### src/rtl/led_seq_pkg.sv
// Shared definitions for the LED pattern sequencer: mode encoding and
// the per-mode starting pattern.
package led_seq_pkg;

    typedef enum logic [1:0] {
        MODE_ROTATE = 2'd0,
        MODE_BOUNCE = 2'd1,
        MODE_FILL   = 2'd2,
        MODE_BINARY = 2'd3
    } mode_e;

    // Widest LED bank the seed helper can describe; callers truncate.
    localparam int SEED_W = 64;

    // Starting pattern for a mode: a single lit LED at bit 0 for the
    // walking modes, all dark for the counting modes.
    function automatic logic [SEED_W-1:0] seed(input mode_e m, input int width);
        logic [SEED_W-1:0] s;
        s = '0;
        if ((width >= 1) && ((m == MODE_ROTATE) || (m == MODE_BOUNCE))) begin
            s[0] = 1'b1;
        end
        return s;
    endfunction

endpackage

### src/rtl/tick_prescaler.sv
// Programmable-rate strobe generator: counts 0..period and raises tick
// for one cycle after each match. clr restarts the whole sequence;
// restart only zeroes the count and leaves the tick path running.
module tick_prescaler #(
    parameter int PRESCALE_W = 24
) (
    input  logic                  clk,
    input  logic                  rst,
    input  logic                  en,
    input  logic                  clr,
    input  logic                  restart,
    input  logic [PRESCALE_W-1:0] period,
    output logic                  tick,
    output logic [PRESCALE_W-1:0] cnt
);

    logic [PRESCALE_W-1:0] cnt_reg;
    logic [PRESCALE_W-1:0] cnt_next;
    logic                  tick_reg;
    logic                  tick_next;
    logic                  match;

    // Next count/strobe; a frozen prescaler holds both, including a high tick.
    always_comb begin
        match     = (cnt_reg == period);
        cnt_next  = cnt_reg;
        tick_next = tick_reg;
        if (clr) begin
            cnt_next  = '0;
            tick_next = 1'b0;
        end else begin
            if (en) begin
                tick_next = match;
                cnt_next  = match ? '0 : cnt_reg + 1'b1;
            end
            if (restart) begin
                cnt_next = '0;
            end
        end
    end

    // Counter and strobe registers.
    always_ff @(posedge clk) begin
        if (rst) begin
            cnt_reg  <= '0;
            tick_reg <= 1'b0;
        end else begin
            cnt_reg  <= cnt_next;
            tick_reg <= tick_next;
        end
    end

    assign tick = tick_reg;
    assign cnt  = cnt_reg;

endmodule

### src/rtl/led_sequencer.sv
// Programmable-rate LED pattern generator: rotate, bounce, fill or binary
// count, advanced by a prescaler strobe and driven straight to the pins.
module led_sequencer
    import led_seq_pkg::*;
#(
    parameter int WIDTH      = 8,
    parameter int PRESCALE_W = 24,
    parameter int ACTIVE_LOW = 1
) (
    input  logic                  clk,
    input  logic                  rst,
    input  logic                  en,
    input  logic [PRESCALE_W-1:0] period,
    input  logic [1:0]            mode,
    input  logic                  dir,
    input  logic                  load,
    input  logic [WIDTH-1:0]      pat_in,
    output logic [WIDTH-1:0]      led,
    output logic                  tick,
    output logic [PRESCALE_W-1:0] cnt
);

    localparam logic [WIDTH-1:0] PATTERN_RESET = {{(WIDTH-1){1'b0}}, 1'b1};
    localparam logic             POLARITY      = (ACTIVE_LOW != 0);

    mode_e            mode_in;
    mode_e            mode_reg;
    mode_e            mode_next;
    logic [WIDTH-1:0] pattern_reg;
    logic [WIDTH-1:0] pattern_next;
    logic [WIDTH-1:0] pattern_step;
    logic [WIDTH-1:0] seed_new;
    logic [WIDTH-1:0] seed_cur;
    logic [WIDTH-1:0] led_reg;
    logic [WIDTH-1:0] led_next;
    logic             up_reg;
    logic             up_next;
    logic             up_step;
    logic             mode_change;
    logic             step;

    assign mode_in     = mode_e'(mode);
    assign mode_change = (mode_in != mode_reg);
    assign step        = tick & en;
    assign seed_new    = WIDTH'(seed(mode_in, WIDTH));
    assign seed_cur    = WIDTH'(seed(mode_reg, WIDTH));

    tick_prescaler #(
        .PRESCALE_W (PRESCALE_W)
    ) u_prescaler (
        .clk     (clk),
        .rst     (rst),
        .en      (en),
        .clr     (mode_change),
        .restart (load),
        .period  (period),
        .tick    (tick),
        .cnt     (cnt)
    );

    // One step of the active mode; BOUNCE flips direction on reaching an end.
    always_comb begin
        pattern_step = pattern_reg;
        up_step      = up_reg;
        case (mode_reg)
            MODE_ROTATE: begin
                if (dir) begin
                    pattern_step = {pattern_reg[0], pattern_reg[WIDTH-1:1]};
                end else begin
                    pattern_step = {pattern_reg[WIDTH-2:0], pattern_reg[WIDTH-1]};
                end
            end
            MODE_BOUNCE: begin
                if (up_reg) begin
                    pattern_step = {pattern_reg[WIDTH-2:0], 1'b0};
                    up_step      = ~pattern_step[WIDTH-1];
                end else begin
                    pattern_step = {1'b0, pattern_reg[WIDTH-1:1]};
                    up_step      = pattern_step[0];
                end
            end
            MODE_FILL: begin
                if (&pattern_reg) begin
                    pattern_step = '0;
                end else begin
                    pattern_step = {pattern_reg[WIDTH-2:0], 1'b1};
                end
            end
            MODE_BINARY: begin
                pattern_step = pattern_reg + 1'b1;
            end
            default: begin
                pattern_step = pattern_reg;
            end
        endcase
    end

    // Event priority: mode change, then load, then a strobe step.
    always_comb begin
        mode_next    = mode_reg;
        pattern_next = pattern_reg;
        up_next      = up_reg;
        if (mode_change) begin
            mode_next    = mode_in;
            pattern_next = seed_new;
            up_next      = 1'b1;
        end else if (load) begin
            if ((mode_reg == MODE_BOUNCE) || (mode_reg == MODE_FILL)) begin
                pattern_next = seed_cur;
                up_next      = 1'b1;
            end else begin
                pattern_next = pat_in;
            end
        end else if (step) begin
            pattern_next = pattern_step;
            up_next      = up_step;
        end
    end

    // Pin polarity applied per LED before the output register.
    generate
        for (genvar gi = 0; gi < WIDTH; gi++) begin : g_polarity
            assign led_next[gi] = pattern_next[gi] ^ POLARITY;
        end
    endgenerate

    // Mode, pattern, direction flag and registered pin drive.
    always_ff @(posedge clk) begin
        if (rst) begin
            mode_reg    <= MODE_ROTATE;
            pattern_reg <= PATTERN_RESET;
            up_reg      <= 1'b1;
            led_reg     <= PATTERN_RESET ^ {WIDTH{POLARITY}};
        end else begin
            mode_reg    <= mode_next;
            pattern_reg <= pattern_next;
            up_reg      <= up_next;
            led_reg     <= led_next;
        end
    end

    assign led = led_reg;

endmodule

### config.mk
export PLATFORM = sky130hd
export DESIGN_NAME = led_sequencer
export DESIGN_NICKNAME = d
export VERILOG_FILES = /design/src/rtl/led_seq_pkg.sv /design/src/rtl/tick_prescaler.sv /design/src/rtl/led_sequencer.sv
export SDC_FILE = /design/constraint.sdc
export NUM_CORES = 1
export LEC_CHECK = 0
export CAP_MARGIN = 20
export CORE_AREA = 2 2 75 77
export CTS_CLUSTER_SIZE = 20
export DETAILED_ROUTE_END_ITERATION = 6
export DIE_AREA = 0 0 77 79
export GPL_ROUTABILITY_DRIVEN = 1
export GPL_TIMING_DRIVEN = 0
export PLACE_DENSITY = 0.83
export SLEW_MARGIN = 20
export SYNTH_ARGS = -nofsm -noshare
export SYNTH_HDL_FRONTEND = slang
export SYNTH_SLANG_ARGS = --single-unit
### constraint.sdc
create_clock -name clk -period 4.1 [get_ports clk]
set_clock_uncertainty 0.2 [all_clocks]
set_input_delay 1.23 -clock clk [delete_from_list [all_inputs] [get_ports clk]]
set_output_delay 1.23 -clock clk [all_outputs]
set_load 0.01 [all_outputs]
**Word level (Yosys, flattened, before mapping)**

Index checks and enable logic that the tools add are counted.

- Flip-flop bits (word level): 44
- Bits of input ports: 39
- Output and inout port bits: 33
- Logic and storage cells: 52

- Add/subtract/negate cells: 2
- Equal/unequal tests: 7
- Mux-type cells: 16
- Bitwise gates (word level): 10
- Reduce and logical (&&, ||, !) cells: 11

Operator list:

| operator | number |
|---|---|
| 8-bit 2-to-1 mux | 7 |
| 8-bit case mux with 4 select lines | 1 |
| 24-bit by 1-bit adder with 24-bit output, second input constant | 1 |
| 24-bit equality test | 1 |
| 24-bit 2-to-1 mux | 1 |
| 1-bit inverter | 9 |
| 8-bit by 1-bit adder with 8-bit output, second input constant | 1 |
| 8-bit AND reduction | 1 |
| 1-bit 2-to-1 mux | 7 |
| 2-bit by 1-bit equality test with 1-bit output, second input constant | 2 |
| 2-bit equality test, second input constant | 2 |
| 2-bit logical NOT | 2 |
| 2-bit nonzero test | 2 |
| 1-bit logical OR | 3 |
| 3-bit AND reduction | 1 |
| 3-bit OR reduction | 1 |
| 2-bit by 1-bit != test with 1-bit output, second input constant | 1 |
| 2-bit != test | 1 |
| 2-bit OR reduction | 1 |
| 1-bit bitwise AND | 1 |

**Depth between registers and ports, before layout**

- Depth in word-level cells: 7
- Depth in mapped cells: 7
- Depth with buffers taken out: 7

**Cells and area by module**

Synthesis repeated with hierarchy kept, for this count alone.

- Cell total of the unflattened synthesis: 328
- Area total of the unflattened synthesis: 2885.3 sq um

Modules (own cells, without submodules):

| module | instances | cells each | area each (sq um) | seq. area each (sq um) |
|---|---|---|---|---|
| tick_prescaler | 1 | 166 | 1475.2 | 500.5 |
| led_sequencer | 1 | 162 | 1410.1 | 380.4 |

**Worst setup path after synthesis**

Ideal clock, no wire load.

- Kind: input -> register
- Start: input mode[0]
- End: register led_reg[5], in the netlist led[5]
- Library setup time: 0.122 ns
- Arrival time: 2.252 ns
- Data required time: 3.778 ns
- Slack: 1.526 ns
- Stages: 4
- Buffers on the path: 1
- Cells stage by stage: xor2_1 -> or3_1 -> clkbuf_1 -> a311o_1

- Word-level cells in the longest chain between the ends: 3

Ends and longest elaborated chain:

| element | line | source |
|---|---|---|
| start: declaration | led_sequencer.sv:14 | `input logic [1:0] mode,` |
| 2-bit != test | led_sequencer.sv:43 | `assign mode_change = (mode_in != mode_reg);` |
| 8-bit 2-to-1 mux | led_sequencer.sv:103 | `if (mode_change) begin` |
| 1-bit inverter (no line) | n/a |  |
| end signal: assignment | led_sequencer.sv:133 | `led_reg <= PATTERN_RESET ^ {WIDTH{POLARITY}};` |
| end signal: assignment | led_sequencer.sv:138 | `led_reg <= led_next;` |
| end: declaration | led_sequencer.sv:34 | `logic [WIDTH-1:0] led_reg;` |

Every way passes these cells.
A chain may end at the register's enable or synchronous reset.

==> flow_summary.ini <==
[outcome]
status = finished clean

[sta]
hold_viol_final = 0
worst_pin_slew_ns = 0.5938
max_slew_margin_pct = 60.20
setup_violations = 0
drv_slew = 0
post-route-min-period_ns = 3.070
setup_tns_ns = 0
max_freq_mhz = 325.8
hold_slack_ns = 0.3400
rsz0062_at_grt = false
period_share_pct = 74.87

[synthesis]
async_reset_ff_share_pct = 0
syn-mean-instance-area_sq_um = 8.717
synth-xor-area-share_pct = 17.97
synth_edf_count = 0
synth_nets = 347
synthMuxAreaShare_pct = 3.517
netlist_area_sq_um = 2633
yosysSeqAreaShare_pct = 33.46
synth_compound_area_share_pct = 15.02
synth_cell_types = 50
yosys_most_used_dff = dfxtp_1
yosys_register_bits = 44
yosysWarnings = 0
synthCells = 302
synth-adder-area-share_pct = 2.852
synth-simple-area-share_pct = 22.81
synth_top_family_by_area = simple AND/OR/NAND/NOR gates

[pwr]
ir_worst_vdd_mv = 0.1567
power_density_nw_per_um2 = 242.2
leakagePower_nw = 1.213

[place]
dpl_cell_area_sq_um = 3423
dp_hpwl_um = 5377
place_congestion = 0.9183
portBuffers = 70

[hold_path]
holdCritPathClass = flop to flop
min_from = u_prescaler.tick$_SDFFE_PP0P_
hold_depth = 2
holdPathEnd = u_prescaler.tick$_SDFFE_PP0P_

[finish]
fin_area_sq_um = 3517
final-seq-area_sq_um = 880.8
multi_input_area_sq_um = 1637
drive_above_1_share_pct = 8.421
final_nets = 424
fillCellCount = 474
antennaDiodeCount = 0
largest_reg_flops = 24
area_delta_synth_final_pct = 33.60

[die]
die_y_um = 79
initial_core_util_pct = 49.32
coreArea_sq_um = 5338
die_area_sq_um = 6083
rows = 27
pin_count = 72
dieWidth_um = 77

[critical_path]
r2r_cells = 6
worstPathArrival_ns = 3.06
crit_fanout = 10
rrSetupSlack_ns = 1.84
rr_endpoint = pattern_reg[2]$_SDFF_PP0_
cp.required_ns = 4.09
rr_startpoint = pattern_reg[0]$_SDFF_PP1_
criticalPathCategory = input port to flop
crit_path_end_kind = flop
critical_path.startpoint_type = input port

[job]
cap_violations = 0

[route]
post-route-drc-count = 0
wl_um = 7094
vias_per_cell = 5.518
vias = 2494
drtIter0Drc = 112
wl_per_cell_um = 15.69
drt-pass1-iter-count = 4
ant_nets = 0

[cts]
ctsResizeCount = 0
cts_root_buffer = clkbuf_8
cts_max_level = 2
cts_hold_buf = 0
insertion_delay_ns = 0.29
numCtsBuffers = 5
clkTransAtPathRegs_ns = 0.08
cts.sinks = 44
cts_tree = built
clockBufferDepth = 2
cts_setup_buffers = 0

[grt]
grt_pass1_vias = 2398
grt_max_degree = 14
overflow = 0
grt_pass1_wl_um = 11630
antenna_found_initial = 0
grt_use_total_pct = 23.70
routing by layer:
metal | wire (um) | up-vias | track usage, %
li1 | - | 1236 | -
met1 | 3310 | 1188 | 31.75
met2 | 3424 | 66 | 39.91
met3 | 301 | 4 | 3.750
met4 | 57 | 0 | 6.429
met5 | 0 | - | 0
power by group:
part	leakage (nW)	internal [mW]	total (mW)	switching, mW
Combinational	0.812	0.0697	0.131	0.0611
Clock	0.0445	0.137	0.283	0.146
Sequential	0.356	0.433	0.438	0.00568
final cells by class:
cell class	instances	area share, %
multi-input combinational	235	46.53
inverter	8	0.8538
clock inverter	1	0.2134
sequential	44	25.04
tap	72	2.561
buffer	15	2.419
timing repair buffer	70	19.92
clock buffer	7	2.455
synthesized netlist by cell type, drive strengths merged (5+ instances only):
master,number,area share (%)
ha,6,2.9
and3,6,1.4
xnor2,33,11
dfxtp,44,33
nand3,16,3.6
buf,11,2.7
nand2,21,3.0
mux2i,7,2.7
nand4,14,3.3
a211oi,5,1.4
xor2,21,7.0
inv,8,1.1
a221o,5,1.9
nor2,38,5.4
a21oi,10,1.9
a221oi,5,1.9
worst max path at each step:
stage / from / to / slack [ns] / depth (start not counted)
floorplan: mode[0] / led[5]$_SDFF_PP1_ / 1.53 / 4
global placement: en / led[7]$_SDFF_PP1_ / 0.81 / 6
detailed placement: en / u_prescaler.cnt[12]$_SDFFE_PP0P_ / 0.77 / 7
CTS: en / u_prescaler.cnt[12]$_SDFFE_PP0P_ / 1.06 / 7
global route: en / u_prescaler.cnt[18]$_SDFFE_PP0P_ / 0.88 / 7
finish: en / u_prescaler.cnt[12]$_SDFFE_PP0P_ / 1.03 / 7
through the flow:
| step | setup WS (ns) | power, mW | util [%] | instances |
|---|---|---|---|---|
| after floorplan | 1.526 | 0.5142 | - | 302 |
| after global routing | 0.8779 | 0.8860 | 65.89 | 452 |
| after CTS | 1.063 | 0.8566 | 65.89 | 452 |
| final | 1.030 | 0.8519 | 65.89 | 452 |
| after global placement | 0.8115 | 0.5749 | 64.13 | 444 |
| after detailed placement | 0.7699 | 0.5770 | 64.13 | 444 |
critical path, stage by stage:
cell,delay (ns)
clkdlybuf4s50_1,0.53
buf_2,0.22
nand3_1,0.14
nor3_2,0.50
nand4_1,0.19
xor2_1,0.18
nor2_1,0.06
cells in the final DEF, fill, tap and decap left out, types with 5 or more instances in the layout:
master and instances:
a21oi_1 10, nand2_1 21, xor2_1 21, nand4_1 14, clkbuf_8 6, buf_4 6, clkbuf_1 5, mux2i_1 7
dfxtp_1 44, a211oi_1 5, buf_2 5, nor2_1 38, ha_1 6, inv_1 8, clkdlybuf4s50_1 70, a221o_1 5
and3_1 6, xnor2_1 33, nand3_1 13
logic make-up after synthesis:
| kind of cell | after synthesis |
|---|---|
| simple gates | 115 |
| xor+xnor | 54 |
| compound gates | 51 |
| flops | 44 |
| buf+inv | 23 |
| mux | 9 |
| fa+ha+maj | 6 |
Note: power is estimated with default switching activity, not from simulation.
